## src/rtl/fft16_result_reader_if.sv

```systemverilog
// ---------------------------------------------------------------------------
// fft16_result_reader_if
//
// Purpose : Bundles the frame-capture side and the word-stream side of the
//           FFT16 result reader into one interface.
//
// Signals :
//   in_valid   frame on i0..i15 is valid this cycle        (master -> slave)
//   in_ready   reader can accept a frame this cycle        (slave  -> master)
//   i0..i15    packed complex words, [63:32] re, [31:0] im (master -> slave)
//   out_valid  current word valid                          (slave  -> master)
//   out_ready  downstream accepts the current word         (master -> slave)
//   out_real   real part of the current word               (slave  -> master)
//   out_imag   imaginary part of the current word          (slave  -> master)
//   out_idx    frequency index of the current word         (slave  -> master)
//   out_last   current word is the 16th of the frame       (slave  -> master)
//   ovf        sticky dropped-frame flag                   (slave  -> master)
//
// Modports:
//   master  environment side (FFT stage plus downstream consumer)
//   slave   the reader itself
// ---------------------------------------------------------------------------
interface fft16_result_reader_if;
  logic        in_valid;
  logic        in_ready;
  logic [63:0] i0,  i1,  i2,  i3,  i4,  i5,  i6,  i7;
  logic [63:0] i8,  i9,  i10, i11, i12, i13, i14, i15;
  logic        out_valid;
  logic        out_ready;
  logic [31:0] out_real;
  logic [31:0] out_imag;
  logic [3:0]  out_idx;
  logic        out_last;
  logic        ovf;

  modport master (
    output in_valid,
    output i0, i1, i2, i3, i4, i5, i6, i7,
    output i8, i9, i10, i11, i12, i13, i14, i15,
    output out_ready,
    input  in_ready,
    input  out_valid,
    input  out_real,
    input  out_imag,
    input  out_idx,
    input  out_last,
    input  ovf
  );

  modport slave (
    input  in_valid,
    input  i0, i1, i2, i3, i4, i5, i6, i7,
    input  i8, i9, i10, i11, i12, i13, i14, i15,
    input  out_ready,
    output in_ready,
    output out_valid,
    output out_real,
    output out_imag,
    output out_idx,
    output out_last,
    output ovf
  );
endinterface

```

## src/rtl/fft16_result_reader.sv

```systemverilog
// ---------------------------------------------------------------------------
// fft16_result_reader
//
// Purpose : Captures one 16-point FFT result frame (16 packed complex words)
//           in a single cycle, then streams the words out one per transfer
//           over a valid/ready handshake, split into real and imaginary parts.
//
// Ports   :
//   clk   system clock, rising edge
//   rst   synchronous active-high reset
//   bus   fft16_result_reader_if.slave (frame input, word stream, ovf flag)
//
// Build option:
//   FFT16_RD_BITREV_EN  when defined, words leave in bit-reversed index
//                       order (0,8,4,12,...,15); otherwise natural order 0..15.
//                       out_last always marks the 16th word of the frame.
// ---------------------------------------------------------------------------
module fft16_result_reader (
  input  logic                  clk,
  input  logic                  rst,
  fft16_result_reader_if.slave  bus
);

  // -------------------------------------------------------------------------
  // FSM encoding
  // -------------------------------------------------------------------------
  localparam logic [0:0] ST_IDLE = 1'b0;
  localparam logic [0:0] ST_SEND = 1'b1;

  logic [0:0]  state_q, state_d;
  logic [3:0]  cnt_q,   cnt_d;
  logic        ovf_q,   ovf_d;
  logic [63:0] buf_q [16];

  logic [63:0] frame_in [16];
  logic        capture;
  logic [3:0]  sel;
  logic [63:0] word;

  // Flatten the individually named result ports into an indexable frame.
  assign frame_in[0]  = bus.i0;
  assign frame_in[1]  = bus.i1;
  assign frame_in[2]  = bus.i2;
  assign frame_in[3]  = bus.i3;
  assign frame_in[4]  = bus.i4;
  assign frame_in[5]  = bus.i5;
  assign frame_in[6]  = bus.i6;
  assign frame_in[7]  = bus.i7;
  assign frame_in[8]  = bus.i8;
  assign frame_in[9]  = bus.i9;
  assign frame_in[10] = bus.i10;
  assign frame_in[11] = bus.i11;
  assign frame_in[12] = bus.i12;
  assign frame_in[13] = bus.i13;
  assign frame_in[14] = bus.i14;
  assign frame_in[15] = bus.i15;

  // A frame is only taken while idle; an offer during SEND is an overflow.
  assign capture = (state_q == ST_IDLE) && bus.in_valid;

  // -------------------------------------------------------------------------
  // Next-state logic
  // -------------------------------------------------------------------------
  always_comb begin
    state_d = state_q;
    cnt_d   = cnt_q;
    ovf_d   = ovf_q;
    case (state_q)
      ST_IDLE: begin
        if (bus.in_valid) begin
          state_d = ST_SEND;
          cnt_d   = 4'd0;
        end
      end
      ST_SEND: begin
        // Busy: any offered frame is dropped and remembered as overflow,
        // including one offered on the same edge as the final transfer.
        if (bus.in_valid) begin
          ovf_d = 1'b1;
        end
        if (bus.out_ready) begin
          if (cnt_q == 4'd15) begin
            cnt_d   = 4'd0;
            state_d = ST_IDLE;
          end else begin
            cnt_d = cnt_q + 4'd1;
          end
        end
      end
      default: begin
        state_d = ST_IDLE;
        cnt_d   = 4'd0;
      end
    endcase
  end

  // -------------------------------------------------------------------------
  // Control registers
  // -------------------------------------------------------------------------
  always_ff @(posedge clk) begin
    if (rst) begin
      state_q <= ST_IDLE;
      cnt_q   <= 4'd0;
      ovf_q   <= 1'b0;
    end else begin
      state_q <= state_d;
      cnt_q   <= cnt_d;
      ovf_q   <= ovf_d;
    end
  end

  // -------------------------------------------------------------------------
  // Frame buffer: all 16 words written in parallel on capture. Reset clears
  // it so the data outputs read zero out of reset.
  // -------------------------------------------------------------------------
  always_ff @(posedge clk) begin
    if (rst) begin
      for (int k = 0; k < 16; k++) begin
        buf_q[k] <= 64'd0;
      end
    end else if (capture) begin
      for (int k = 0; k < 16; k++) begin
        buf_q[k] <= frame_in[k];
      end
    end
  end

  // -------------------------------------------------------------------------
  // Word selection. cnt is the position in the stream; sel is the buffer
  // slot (= frequency index) emitted at that position.
  // -------------------------------------------------------------------------
`ifdef FFT16_RD_BITREV_EN
  assign sel = {cnt_q[0], cnt_q[1], cnt_q[2], cnt_q[3]};
`else
  assign sel = cnt_q;
`endif

  // Outputs depend only on registered state, so out_ready has no
  // combinational path to the data outputs.
  assign word          = buf_q[sel];
  assign bus.out_real  = word[63:32];
  assign bus.out_imag  = word[31:0];
  assign bus.out_idx   = sel;
  assign bus.out_last  = (cnt_q == 4'd15);
  assign bus.out_valid = (state_q == ST_SEND);
  assign bus.in_ready  = (state_q == ST_IDLE);
  assign bus.ovf       = ovf_q;

endmodule

```

## src/flat_wrapper.sv

```systemverilog
// flat-port wrapper written by rule: the top's interface ports become plain ports
module fft16_result_reader_flat 
  (clk, rst, bus_in_valid, bus_i0, bus_i1, bus_i2, bus_i3, bus_i4, bus_i5, bus_i6, bus_i7, bus_i8, bus_i9, bus_i10, bus_i11, bus_i12, bus_i13, bus_i14, bus_i15, bus_out_ready, bus_in_ready, bus_out_valid, bus_out_real, bus_out_imag, bus_out_idx, bus_out_last, bus_ovf);
  fft16_result_reader_if bus_i ();
  input  logic clk;
  input  logic rst;
  input wire logic [$bits(bus_i.in_valid)-1:0] bus_in_valid;
  input wire logic [$bits(bus_i.i0)-1:0] bus_i0;
  input wire logic [$bits(bus_i.i1)-1:0] bus_i1;
  input wire logic [$bits(bus_i.i2)-1:0] bus_i2;
  input wire logic [$bits(bus_i.i3)-1:0] bus_i3;
  input wire logic [$bits(bus_i.i4)-1:0] bus_i4;
  input wire logic [$bits(bus_i.i5)-1:0] bus_i5;
  input wire logic [$bits(bus_i.i6)-1:0] bus_i6;
  input wire logic [$bits(bus_i.i7)-1:0] bus_i7;
  input wire logic [$bits(bus_i.i8)-1:0] bus_i8;
  input wire logic [$bits(bus_i.i9)-1:0] bus_i9;
  input wire logic [$bits(bus_i.i10)-1:0] bus_i10;
  input wire logic [$bits(bus_i.i11)-1:0] bus_i11;
  input wire logic [$bits(bus_i.i12)-1:0] bus_i12;
  input wire logic [$bits(bus_i.i13)-1:0] bus_i13;
  input wire logic [$bits(bus_i.i14)-1:0] bus_i14;
  input wire logic [$bits(bus_i.i15)-1:0] bus_i15;
  input wire logic [$bits(bus_i.out_ready)-1:0] bus_out_ready;
  output wire logic [$bits(bus_i.in_ready)-1:0] bus_in_ready;
  output wire logic [$bits(bus_i.out_valid)-1:0] bus_out_valid;
  output wire logic [$bits(bus_i.out_real)-1:0] bus_out_real;
  output wire logic [$bits(bus_i.out_imag)-1:0] bus_out_imag;
  output wire logic [$bits(bus_i.out_idx)-1:0] bus_out_idx;
  output wire logic [$bits(bus_i.out_last)-1:0] bus_out_last;
  output wire logic [$bits(bus_i.ovf)-1:0] bus_ovf;
  assign bus_i.in_valid = bus_in_valid;
  assign bus_i.i0 = bus_i0;
  assign bus_i.i1 = bus_i1;
  assign bus_i.i2 = bus_i2;
  assign bus_i.i3 = bus_i3;
  assign bus_i.i4 = bus_i4;
  assign bus_i.i5 = bus_i5;
  assign bus_i.i6 = bus_i6;
  assign bus_i.i7 = bus_i7;
  assign bus_i.i8 = bus_i8;
  assign bus_i.i9 = bus_i9;
  assign bus_i.i10 = bus_i10;
  assign bus_i.i11 = bus_i11;
  assign bus_i.i12 = bus_i12;
  assign bus_i.i13 = bus_i13;
  assign bus_i.i14 = bus_i14;
  assign bus_i.i15 = bus_i15;
  assign bus_i.out_ready = bus_out_ready;
  assign bus_in_ready = bus_i.in_ready;
  assign bus_out_valid = bus_i.out_valid;
  assign bus_out_real = bus_i.out_real;
  assign bus_out_imag = bus_i.out_imag;
  assign bus_out_idx = bus_i.out_idx;
  assign bus_out_last = bus_i.out_last;
  assign bus_ovf = bus_i.ovf;
  fft16_result_reader u_core (.clk(clk), .rst(rst), .bus(bus_i));
endmodule
```

## config.mk

```make
export PLATFORM = sky130hd
export DESIGN_NAME = fft16_result_reader_flat
export DESIGN_NICKNAME = d
export VERILOG_FILES = /design/src/rtl/fft16_result_reader_if.sv /design/src/rtl/fft16_result_reader.sv /design/src/flat_wrapper.sv
export SDC_FILE = /design/constraint.sdc
export NUM_CORES = 1
export LEC_CHECK = 0
export BUFFER_PORTS_ARGS = -buffer_cell sky130_fd_sc_hd__buf_2
export CAP_MARGIN = 5
export CORE_UTILIZATION = 25
export CTS_BUF_LIST = sky130_fd_sc_hd__clkbuf_2 sky130_fd_sc_hd__clkbuf_4 sky130_fd_sc_hd__clkbuf_8
export CTS_CLUSTER_DIAMETER = 100
export CTS_CLUSTER_SIZE = 14
export DETAILED_ROUTE_END_ITERATION = 7
export PLACE_DENSITY = 0.47
export SYNTH_ARGS = -nofsm -noshare
export SYNTH_HDL_FRONTEND = slang
export SYNTH_SLANG_ARGS = --single-unit
```

## constraint.sdc

```tcl
create_clock -name clk -period 34.9 [get_ports clk]
set_input_delay 6.98 -clock clk [delete_from_list [all_inputs] [get_ports clk]]
set_output_delay 6.98 -clock clk [all_outputs]
set_load 0.01 [all_outputs]
```

[After elaboration in Yosys (flattened, before gate mapping)]
Memories as Yosys holds them, arrays and structs flattened. A register that Yosys moved wholly into a read port is not among the register bits.
Cells that the tools add are included.
Word-level totals
  flip-flop bits (word level): 6
  bits in latches: 0
  bits in writable memories: 1024
  memory bits (read-only): 0
  input bits: 1028
  output and inout port bits: 72
  logic and storage cells: 59
  memories: 1
Operators by class
  add/subtract/negate cells: 1
  multiply operators: 0
  div/mod/pow operators: 0
  magnitude comparators: 0
  equality and inequality tests: 3
  shift-type cells: 0
  multiplexer cells: 31
  bitwise gates (word level): 17
  reductions and logical operators: 3
Memory list
  u_core.buf_q: depth 16, bits a word 64, rd ports 1, clocked after memory_dff 1, wr ports 16, line fft16_result_reader.sv:33  | logic [63:0] buf_q [16];
Operators by type and width (count)
  64-bit 2-to-1 mux: 16
  4-bit 2-to-1 mux: 5
  1-bit OR: 16
  1-bit 2-to-1 mux: 8
  4-bit one-hot mux with 2 select lines: 1
  4-bit by 1-bit adder with 4-bit output (second input constant): 1
  4-bit equality test (second input constant): 1
  2-bit != test (second input constant): 2
  2-bit AND reduction: 2
  1-bit one-hot mux with 2 select lines: 1
  1-bit logical AND: 1
  1-bit inverter: 1

[Longest topological paths before layout]
Gate-level depths: netlist (run 1).
  word-level depth: 6
  mapped depth: 6
  gate-level depth less buffers: 4

[Worst setup path after synthesis (run 1)]
Ideal clock, no wire load.
  kind: input to register
  start: in rst
  end: reg with a tool-made name
  library setup time: 1.188 ns
  data arrival time: 32.346 ns
  data required time: 33.712 ns
  path slack: 1.366 ns
  stages: 4
  path buffers: 2
  cells stage by stage: clkbuf_1 -> clkbuf_1 -> nand2b_1 -> nor2_1
RTL lines
  start: declaration: line flat_wrapper.sv:6  | input logic rst;

==> out/metrics.yaml, run 1 <==
status: "finished clean"
synth-edff-count: 1024
drc: 0
antenna_found_initial: 105
cts_tree: "yes"
dieArea_um2: 183000
drtIter0Drc: 2185
fmax_mhz: 84.8
synth_fp_nets: 3763
post-cts-setup-buffers: 0
setup_slack_ps: 23110
cp_slowest_stage_delay_ps: 1030
synth_cells: 2734
syn_to_final_growth_pct: 21.1
grt_use_total: 0.173
netlist_area_um2: 45400
first_global_vias: 28519
utilization: 0.306
ys_ff_latch: 1034
max_slew.worst_pin.slew_ps: 1160
synth.most_common_cell: "edfxtp_1"
path_clk_slew_ps: 90
syn_avg_cell_area_um2: 16.6
drive_above_1_share: 0.399
synth_top_area_frac: 0.678
cp-end-kind: "output port"
ir_drop_mv: 0.0216
min_path_type: "reg2reg"
io_pins: 1100
async_flop_share: 0
cp_data_arrival_time_ps: 4810
synthFlopType: "edfxtp_1"
powerDensity_nw_per_um2: 44.6
final_cell_area_um2: 54900
critPathBufInv: 3
grt_max_degree: 263
grt_pass1_wl_mm: 224
cts-root-buf: "clkbuf_8"
cts_sinks: 1034
yosysWarningCount: 0
die_height_um: 428
start_kind: "register"
p_leak_nw: 21.0
path_max_fanout: 51
cts_resized: 0
clock_latency_ps: 800
ys_top_cells_by_count: "1024 x edfxtp_1, 642 x and2_1, 386 x nor2b_1"
final_antenna_net_count: 0
hold_viol: 0
drv_slew: 0
post-route-period-util: 0.338
seq_area_frac_synth: 0.682
routed_wl_mm: 164
drtPass1Iterations: 5
die_w_um: 428
via_per_inst: 4.49
cts_inserted_buffers: 89
dp_hpwl_mm: 118
finalCriticalPeriod_ps: 11790
fin_skew_ps: 29.3
cp_top_family: "buffers and inverters"
yosys.area.top_type: "edfxtp_1"
overflow: 0
worstPathRequired_ps: 27920
crit_type: "reg2out"
initial_core_util: 0.253
cts_max_path_buffers: 3
cts.hold.buffers_added: 0
rsz0062_at_grt: "false"
core-area_um2: 179000
fin_setup_tns_ps: 0
avgRoutedWirePerCell_um: 26.5
place_congestion: 0.843
fill_cells: 18173
critical_path.most_common_cell: "buf_4"
port-buffer-count: 1099
finalNetCount: 4793
htree_levels: 3
vias: 27801
finalPower_mw: 2.45
synth_area_leaders: "edfxtp_1 68%, mux4_2 13%, and2_1 8.9%"
netlist-cell-type-count: 25
drv_cap: 0
row_count: 155
slowest_stage: "dfxtp_4"
setup_viol: 0
crit_chain: "buf_4 > buf_4 > mux4_2 > a22oi_1 > nand2_1 > buf_2"
placed_cell_area_um2: 53300
place_ws_ps: 22850
slew-limit-headroom: 0.227
-- final timing paths --
kind | startpoint | endpoint | slack [ps] | depth (start not counted)
worst max-delay path | register | bus_out_real[14] | 23110 | 6
worst min-delay path | u_core.bus.ovf | u_core.bus.ovf | 480 | 2
worst max register to register | u_core.bus.out_valid | u_core.buf_q[12][6] | 29840 | 6
worst min register to register | u_core.bus.ovf | u_core.bus.ovf | 480 | 2
-- cells in the final DEF (no fill, tap or decap), types with 2 or more instances in the layout --
master and count:
a22oi_1 129, and2_1 641, buf_12 4, buf_2 1098
buf_4 34, bufinv_16 3, clkbuf_8 89, clkinv_8 2
clkinvlp_4 6, dfxtp_1 8, dfxtp_4 2, diode_2 52
edfxtp_1 1024, inv_1 2, inv_6 4, inv_8 3
mux2i_1 2, mux4_2 256, nand2_1 66, nand3_1 3
nor2_1 5, nor2_4 2, nor2b_1 384, nor2b_4 2
-- where the power goes --
part / internal (mW) / switching, mW
combinational: 0.122 / 0.129
sequential: 1.47 / 0.0332
clock: 0.259 / 0.438
-- flip-flops by register name (all words and copies together) (netlist names), named ones only --
signal and flops:
u_core.bus.out_valid 1, u_core.bus.out_idx 4, u_core.buf_q 1024, u_core.bus.ovf 1
-- area by class of cell --
| cell class | instances | area [µm²] | area share |
|---|---|---|---|
| inverter | 2 | 7.51 | 0.000137 |
| sequential | 1034 | 31000 | 0.564 |
| antenna | 52 | 130 | 0.00237 |
| clock inverter | 18 | 236 | 0.00431 |
| tap | 2355 | 2950 | 0.0536 |
| multi-input combinational | 1500 | 13600 | 0.247 |
| timing repair buffer | 1137 | 5850 | 0.106 |
| clock buffer | 89 | 1220 | 0.0223 |
-- cell families after synthesis --
family                   synth area share
AO/OA/AOI/OAI                      0.0217
XOR/XNOR                         0.000193
adder cells (fa/ha/maj)          0.000276
buffers and inverters              0.0191
flip-flops                          0.682
multiplexers                        0.128
AND/OR/NAND/NOR                     0.149
-- tightest hold or removal path, stage by stage, from the launching register on --
cell	delay [ps]
dfxtp_1	330
a21oi_1	50
nor2_1	70
-- per-layer routing --
| layer | vias up | GRT usage | share of wire |
|---|---|---|---|
| li1 | 12228 | - | - |
| met1 | 14234 | 0.217 | 0.41 |
| met2 | 1047 | 0.294 | 0.50 |
| met3 | 270 | 0.0399 | 0.057 |
| met4 | 22 | 0.0577 | 0.026 |
| met5 | - | 0 | 0.00087 |
-- per-stage QoR --
step                hold WS (ps)  std cells
CTS                          480       6135
detailed placement           454       6028
finish                       478       6187
global placement             453       6028
global route                 545       6173
floorplan                    502       2734
Power figures use the tool's default switching activity.
==> run 2, diff against run 1 <==
==> constraint.sdc (replaced) <==
create_clock -name clk -period 10.8 [get_ports clk]
set_input_delay 2.16 -clock clk [delete_from_list [all_inputs] [get_ports clk]]
set_output_delay 2.16 -clock clk [all_outputs]
set_load 0.01 [all_outputs]
==> run 2 against run 1 <==
Sequential share of layout area increased by 0.14 points; non-clock buffer count decreased by 1; wire length increased by 1.3%; clock-buffer cell count increased by 2; setup slack got worse by 19000 ps; global-route usage increased by 0.32 points; final cell count decreased by 0.31%; largest cell class unchanged.
==> out/metrics.yaml, run 2 (same netlist as run 1, synthesis figures left out) <==
post-cts-setup-buffers: 0  # unchanged
slew-limit-headroom: 0.114  # -0.113
syn_to_final_growth_pct: 20.8
fmax_mhz: 148
dp_hpwl_mm: 118  # +0.38%
fill_cells: 18155  # -0.099%
cts_tree: "yes"
final_common_cell: "buf_2"
fin_skew_ps: 46.7  # +17.5 ps
grt_use_total: 0.177  # +0.00324
final_antenna_net_count: 0  # unchanged
fin_setup_tns_ps: 0  # unchanged
placed_cell_area_um2: 53400  # about the same
drive_above_1_share: 0.398  # -0.00138
via_per_inst: 4.54  # +1.1%
cts_inserted_buffers: 87  # -2.2%
drtIter0Drc: 2330  # +6.6%
finalNetCount: 4790  # -0.063%
p_leak_nw: 21.0  # -0.19%
antenna_found_initial: 118  # +12%
port-buffer-count: 1099  # unchanged
setup_viol: 0  # unchanged
hp-start: "u_core.bus.out_idx[3]"
max_slew.worst_pin.slew_ps: 1330  # +169 ps
cts-root-buf: "clkbuf_8"
p_seq_frac: 0.620  # +0.007
hold_viol: 0  # unchanged
grt_util_met1: 0.230  # +0.0124
path_clk_slew_ps: 90  # about the same
utilization: 0.305  # -0.000753
largest_reg_flops: 1024  # unchanged
grt_most_used_layer: "met2"
grt_max_degree: 229  # -13%
htree_levels: 3  # unchanged
core-area_um2: 179000  # unchanged
grt_util_met2: 0.296  # +0.00213
crit_type: "reg2out"
cts.hold.buffers_added: 0  # unchanged
place_congestion: 0.862  # +2.3%
ir_drop_mv: 0.0692  # +220%
drtPass1Iterations: 5  # unchanged
final_cell_area_um2: 54800  # -0.25%
cts_sinks: 1034  # unchanged
drv_slew: 0  # unchanged
start_kind: "register"
status: "finished clean"
clock_latency_ps: 850  # +50 ps
switching_share: 0.246  # +0.000913
cts_max_path_buffers: 3  # unchanged
row_count: 155  # unchanged
dieArea_um2: 183000  # unchanged
worstPathRequired_ps: 8640  # -19280 ps
grt_pass1_wl_mm: 228  # +2.0%
path_max_fanout: 85  # +67%
cts_resized: 0  # unchanged
multi_input_area_um2: 13600  # unchanged
grtUsageMet3: 0.0346  # -0.00537
die_w_um: 428  # unchanged
first_global_vias: 28754  # +0.82%
powerDensity_nw_per_um2: 143  # +220%
cp-end-kind: "output port"
largest-register: "u_core.buf_q"
drv_cap: 0  # unchanged
min_path_type: "reg2reg"
layout_common_cells: "1098 x buf_2, 1024 x edfxtp_1, 641 x and2_1"
switching_power_mw: 1.92  # +220%
pwr-share-clk: 0.276  # -0.008
vias: 28023  # +0.80%
hold-worst-slack_ps: 574  # +96.1 ps
avgRoutedWirePerCell_um: 26.9  # +1.6%
seq_area_um2: 31000  # unchanged
p_comb_frac: 0.104  # +0.002
rsz0062_at_grt: "false"
die_height_um: 428  # unchanged
io_pins: 1100  # unchanged
drc: 0  # unchanged
post-route-period-util: 0.626
finalCriticalPeriod_ps: 6760
reg2reg_from: "u_core.bus.out_valid"
p_int_mw: 5.91  # +220%
initial_core_util: 0.253  # unchanged
finalPower_mw: 7.84  # +220%
cp_data_arrival_time_ps: 4600  # -210 ps
routed_wl_mm: 166  # +1.3%
overflow: 0  # unchanged
[run 2: cell types whose count changed in the layout (fill, tap and decap cells not counted)]
cell | previous run | this run
diode_2 | 52 | 40
clkinvlp_4 | 6 | 2
buf_4 | 34 | 31
bufinv_16 | 3 | 0
buf_12 | 4 | 6
clkbuf_4 | 0 | 1
clkbuf_8 | 89 | 90
clkinv_1 | 0 | 1
clkinv_8 | 2 | 1
inv_8 | 3 | 2
[run 2: cell type report]
class	instances	share of cell area
Inverter	2	0.000137
Sequential cell	1034	0.565
Clock inverter	10	0.00169
Antenna cell	40	0.00183
Multi-Input combinational cell	1500	0.248
Timing Repair Buffer	1136	0.107
Clock buffer	91	0.0227
Tap cell	2355	0.0538
[run 2: path summary, 6_finish.rpt]
kind,depth (start not counted),to,slack (ps)
setup / recovery,6,bus_out_real[9],4040
hold / removal,2,register,570
setup reg to reg,4,u_core.buf_q[6][10],7110
hold reg to reg,2,register,570
[run 2: worst max-delay path, cell delays in order (launching register included)]
cell and delay [ps]:
dfxtp_4 860, buf_12 560, buf_4 670, mux4_2 610
a22oi_1 390, nand2_1 200, buf_2 190
[run 2: through the flow]
step	std cells	setup slack (ps)
3_3_place_gp	6027	4360
2_1_floorplan	2734	374
4_1_cts	6128	3740
5_1_grt	6161	3640
3_5_place_dp	6027	4310
6_report	6168	4040
[run 2: layer usage]
layer  routed length [µm]  vias to the layer above
met1                70300                    14414
met3                 8740                      291
met4                 4170                       18
li1                     -                    12198
met5                  112                        -
met2                82500                     1102
[run 2: power by group through the flow]
stage                     registers, mW  clock network, mW  logic [mW]
final                              4.86               2.16       0.815
after global routing               4.88               2.37       0.886
after detailed placement           4.95                  0       0.829
after global placement             4.94                  0       0.829
after CTS                          4.86               2.26       0.834
after floorplan                    4.96                  0       0.449
==> run 3, diff against run 2 <==
--- a/config.mk
+++ b/config.mk
@@ -5,14 +5,16 @@
 export SDC_FILE = /design/constraint.sdc
 export NUM_CORES = 1
 export LEC_CHECK = 0
+export ABC_AREA = 1
 export BUFFER_PORTS_ARGS = -buffer_cell sky130_fd_sc_hd__buf_2
 export CAP_MARGIN = 5
+export CORE_ASPECT_RATIO = 1.5
 export CORE_UTILIZATION = 25
 export CTS_BUF_LIST = sky130_fd_sc_hd__clkbuf_2 sky130_fd_sc_hd__clkbuf_4 sky130_fd_sc_hd__clkbuf_8
 export CTS_CLUSTER_DIAMETER = 100
 export CTS_CLUSTER_SIZE = 14
 export DETAILED_ROUTE_END_ITERATION = 7
-export PLACE_DENSITY = 0.47
+export PLACE_DENSITY = 0.45
 export SYNTH_ARGS = -nofsm -noshare
 export SYNTH_HDL_FRONTEND = slang
 export SYNTH_SLANG_ARGS = --single-unit
==> constraint.sdc (replaced) <==
create_clock -name clk -period 6.4 [get_ports clk]
set_input_delay 1.28 -clock clk [delete_from_list [all_inputs] [get_ports clk]]
set_output_delay 1.28 -clock clk [all_outputs]
set_load 0.01 [all_outputs]
==> run 3 against run 2 <==
Synthesized cell count is 130% higher; sequential share of layout area is 6.6 points lower; synthesized area is 16% higher; critical path depth is 2 higher; via count is 52% higher; non-clock buffer count is 34 higher; total power is 79% higher; global-route usage is 0.76 points higher; worst hold slack worse by 75 ps; critical endpoint is now bus_out_real[0].
==> out/metrics.yaml, run 3 <==
die_w_um: 376  # -12%
cts_max_path_buffers: 3  # unchanged
cts_sinks: 1034  # unchanged
dieArea_um2: 212000  # +16%
port-buffer-count: 1099  # unchanged
vias: 42725  # +52%
p_leak_nw: 32.1  # +53%
switching_share: 0.283  # +0.0374
cts_resized: 0  # unchanged
cts.hold.buffers_added: 0  # unchanged
overflow: 0  # unchanged
critical_path.most_common_cell: "nand3_1"
ys_top_cells_by_count: "1800 x inv_1, 1354 x nand2_1, 1030 x nor2_1"
fin_cells: 10082  # +63%
core-area_um2: 208000  # +16%
via_per_inst: 4.24  # -6.7%
ys_ff_latch: 1034  # unchanged
drive_above_1_share: 0.177  # -0.221
routed_wl_mm: 202  # +22%
cp_data_arrival_time_ps: 4290  # -310 ps
syn_avg_cell_area_um2: 8.30  # -50%
p_comb_frac: 0.150  # +0.046
fmax_mhz: 180
hold-worst-slack_ps: 499  # -74.9 ps
max_slew.worst_pin.slew_ps: 1110  # -221 ps
setup_viol: 0  # unchanged
finalNetCount: 8287  # +73%
htree_levels: 3  # unchanged
path_clk_slew_ps: 100  # about the same
p_int_mw: 10.0  # +70%
synth_top_area_frac: 0.586  # -0.0918
fin_setup_tns_ps: 0  # unchanged
met3WireLength_mm: 12.5  # +43%
reg2reg_slack_ps: 3800  # -3310 ps
dp_hpwl_mm: 145  # +23%
post-route-period-util: 0.870
utilization: 0.298  # -0.00772
synth_cells: 6324  # +130%
synthFlopType: "edfxtp_1"
largest_reg_flops: 1024  # unchanged
drc: 0  # unchanged
path_max_fanout: 145  # +71%
seq_area_frac_synth: 0.590  # -0.0924
crit_type: "reg2out"
slowest_stage: "dfxtp_4"
drtPass1Iterations: 6  # +1
critPathBufInv: 3  # unchanged
worstPathRequired_ps: 5120  # -3520 ps
post-cts-setup-buffers: 0  # unchanged
cts_inserted_buffers: 86  # -1.1%
drv_cap: 0  # unchanged
dr.max_layer_used: "met5"
pwr-share-clk: 0.267  # -0.009
synth.most_common_cell: "inv_1"
hold_viol: 0  # unchanged
synth_fp_nets: 7353  # +95%
grt_max_degree: 160  # -30%
clock_latency_ps: 840  # about the same
cts-root-buf: "clkbuf_8"
wl_met1_mm: 94.6  # +35%
fin_skew_ps: 60.7  # +13.9 ps
grt_use_total: 0.184  # +0.00757
largest-register: "u_core.buf_q"
netlist-cell-type-count: 19  # -24%
status: "finished clean"
drtIter0Drc: 3331  # +43%
finalPower_mw: 14.0  # +79%
final_antenna_net_count: 0  # unchanged
grt_pass1_wl_mm: 285  # +25%
antenna_found_initial: 24  # -80%
die_height_um: 563  # +32%
finalCriticalPeriod_ps: 5570
rsz0062_at_grt: "false"
p_seq_frac: 0.583  # -0.037
cp-end-kind: "output port"
layout_common_cells: "1799 x inv_1, 1352 x nand2_1, 1098 x buf_2"
dp_cells: 9964  # +65%
io_pins: 1100  # unchanged
syn_to_final_growth_pct: 18.2
fill_cells: 22889  # +26%
synth_area_leaders: "edfxtp_1 59%, inv_1 13%, nand2_1 9.7%"
switching_power_mw: 3.96  # +110%
cp_slowest_stage_delay_ps: 810  # -50 ps
first_global_vias: 42501  # +48%
row_count: 205  # +32%
final_common_cell: "inv_1"
avgRoutedWirePerCell_um: 20.0  # -26%
powerDensity_nw_per_um2: 226  # +58%
async_flop_share: 0  # unchanged
min_path_type: "reg2reg"
netlist_area_um2: 52500  # +16%
yosysWarningCount: 0  # unchanged
yosys.area.top_type: "edfxtp_1"
initial_core_util: 0.252  # -0.000961
crit_chain: "clkinv_16 > buf_12 > nand2_1 > nand3_1 > nand3_1 > nand3_1 > nand2_1 > buf_2"
synth-edff-count: 1024  # unchanged
start_kind: "register"
wl_met2_mm: 88.8  # +7.6%
drv_slew: 0  # unchanged
ir_drop_mv: 0.129  # +87%
cp_top_family: "simple AND/OR/NAND/NOR gates"
cts_tree: "yes"
slew-limit-headroom: 0.262  # +0.147
place_congestion: 0.875  # +1.5%
-- run 3: worst reg2reg max path, cell delays in order (launching register included) --
cell and delay [ps]:
dfxtp_1 370, nor2_1 320, inv_1 200, nand2_8 590, buf_4 780
-- run 3: kinds of logic after synthesis --
family	count (synthesis)	share of synthesized area
fa+ha+maj	1	0.000238
simple gates	3154	0.244
compound gates	8	0.000835
flops	1034	0.590
buf+inv	2127	0.165
-- run 3: stage by stage --
step                      area [µm²]  setup WS (ps)
after floorplan                52500            378
after global placement         60600           1750
after detailed placement       60600           1740
after CTS                      62000            822
after global routing           62000            686
final                          62000            832
-- run 3: layout make-up --
type	instances	area, µm²	area share
Inverter	1803	6810	0.110
Multi-Input combinational cell	3163	12900	0.208
Timing Repair Buffer	1170	6420	0.104
Tap cell	2794	3500	0.0564
Sequential cell	1034	31000	0.499
Antenna cell	12	30.0	0.000484
Clock buffer	93	1240	0.0200
Clock inverter	13	161	0.00260
-- run 3: power by group through the flow --
stage	Combinational, mW	Sequential (mW)	Clock [mW]
floorplan	1.15	8.33	0
global placement	2.13	8.31	0
global route	2.35	8.21	4.06
CTS	2.14	8.17	3.89
detailed placement	2.12	8.32	0
finish	2.10	8.16	3.73
-- run 3: worst paths after layout --
path / startpoint / end / cells after the start
min reg2reg: u_core.bus.ovf / u_core.bus.ovf / 2
max: register / bus_out_real[0] / 8
min: u_core.bus.ovf / u_core.bus.ovf / 2
max reg2reg: u_core.bus.out_valid / u_core.buf_q[0][19] / 4
-- run 3: per-layer routing --
layer | track usage | vias to the layer above
li1 | - | 20582
met1 | 0.263 | 20366
met4 | 0.0548 | 8
met3 | 0.0271 | 210
met2 | 0.286 | 1559
met5 | 0 | -
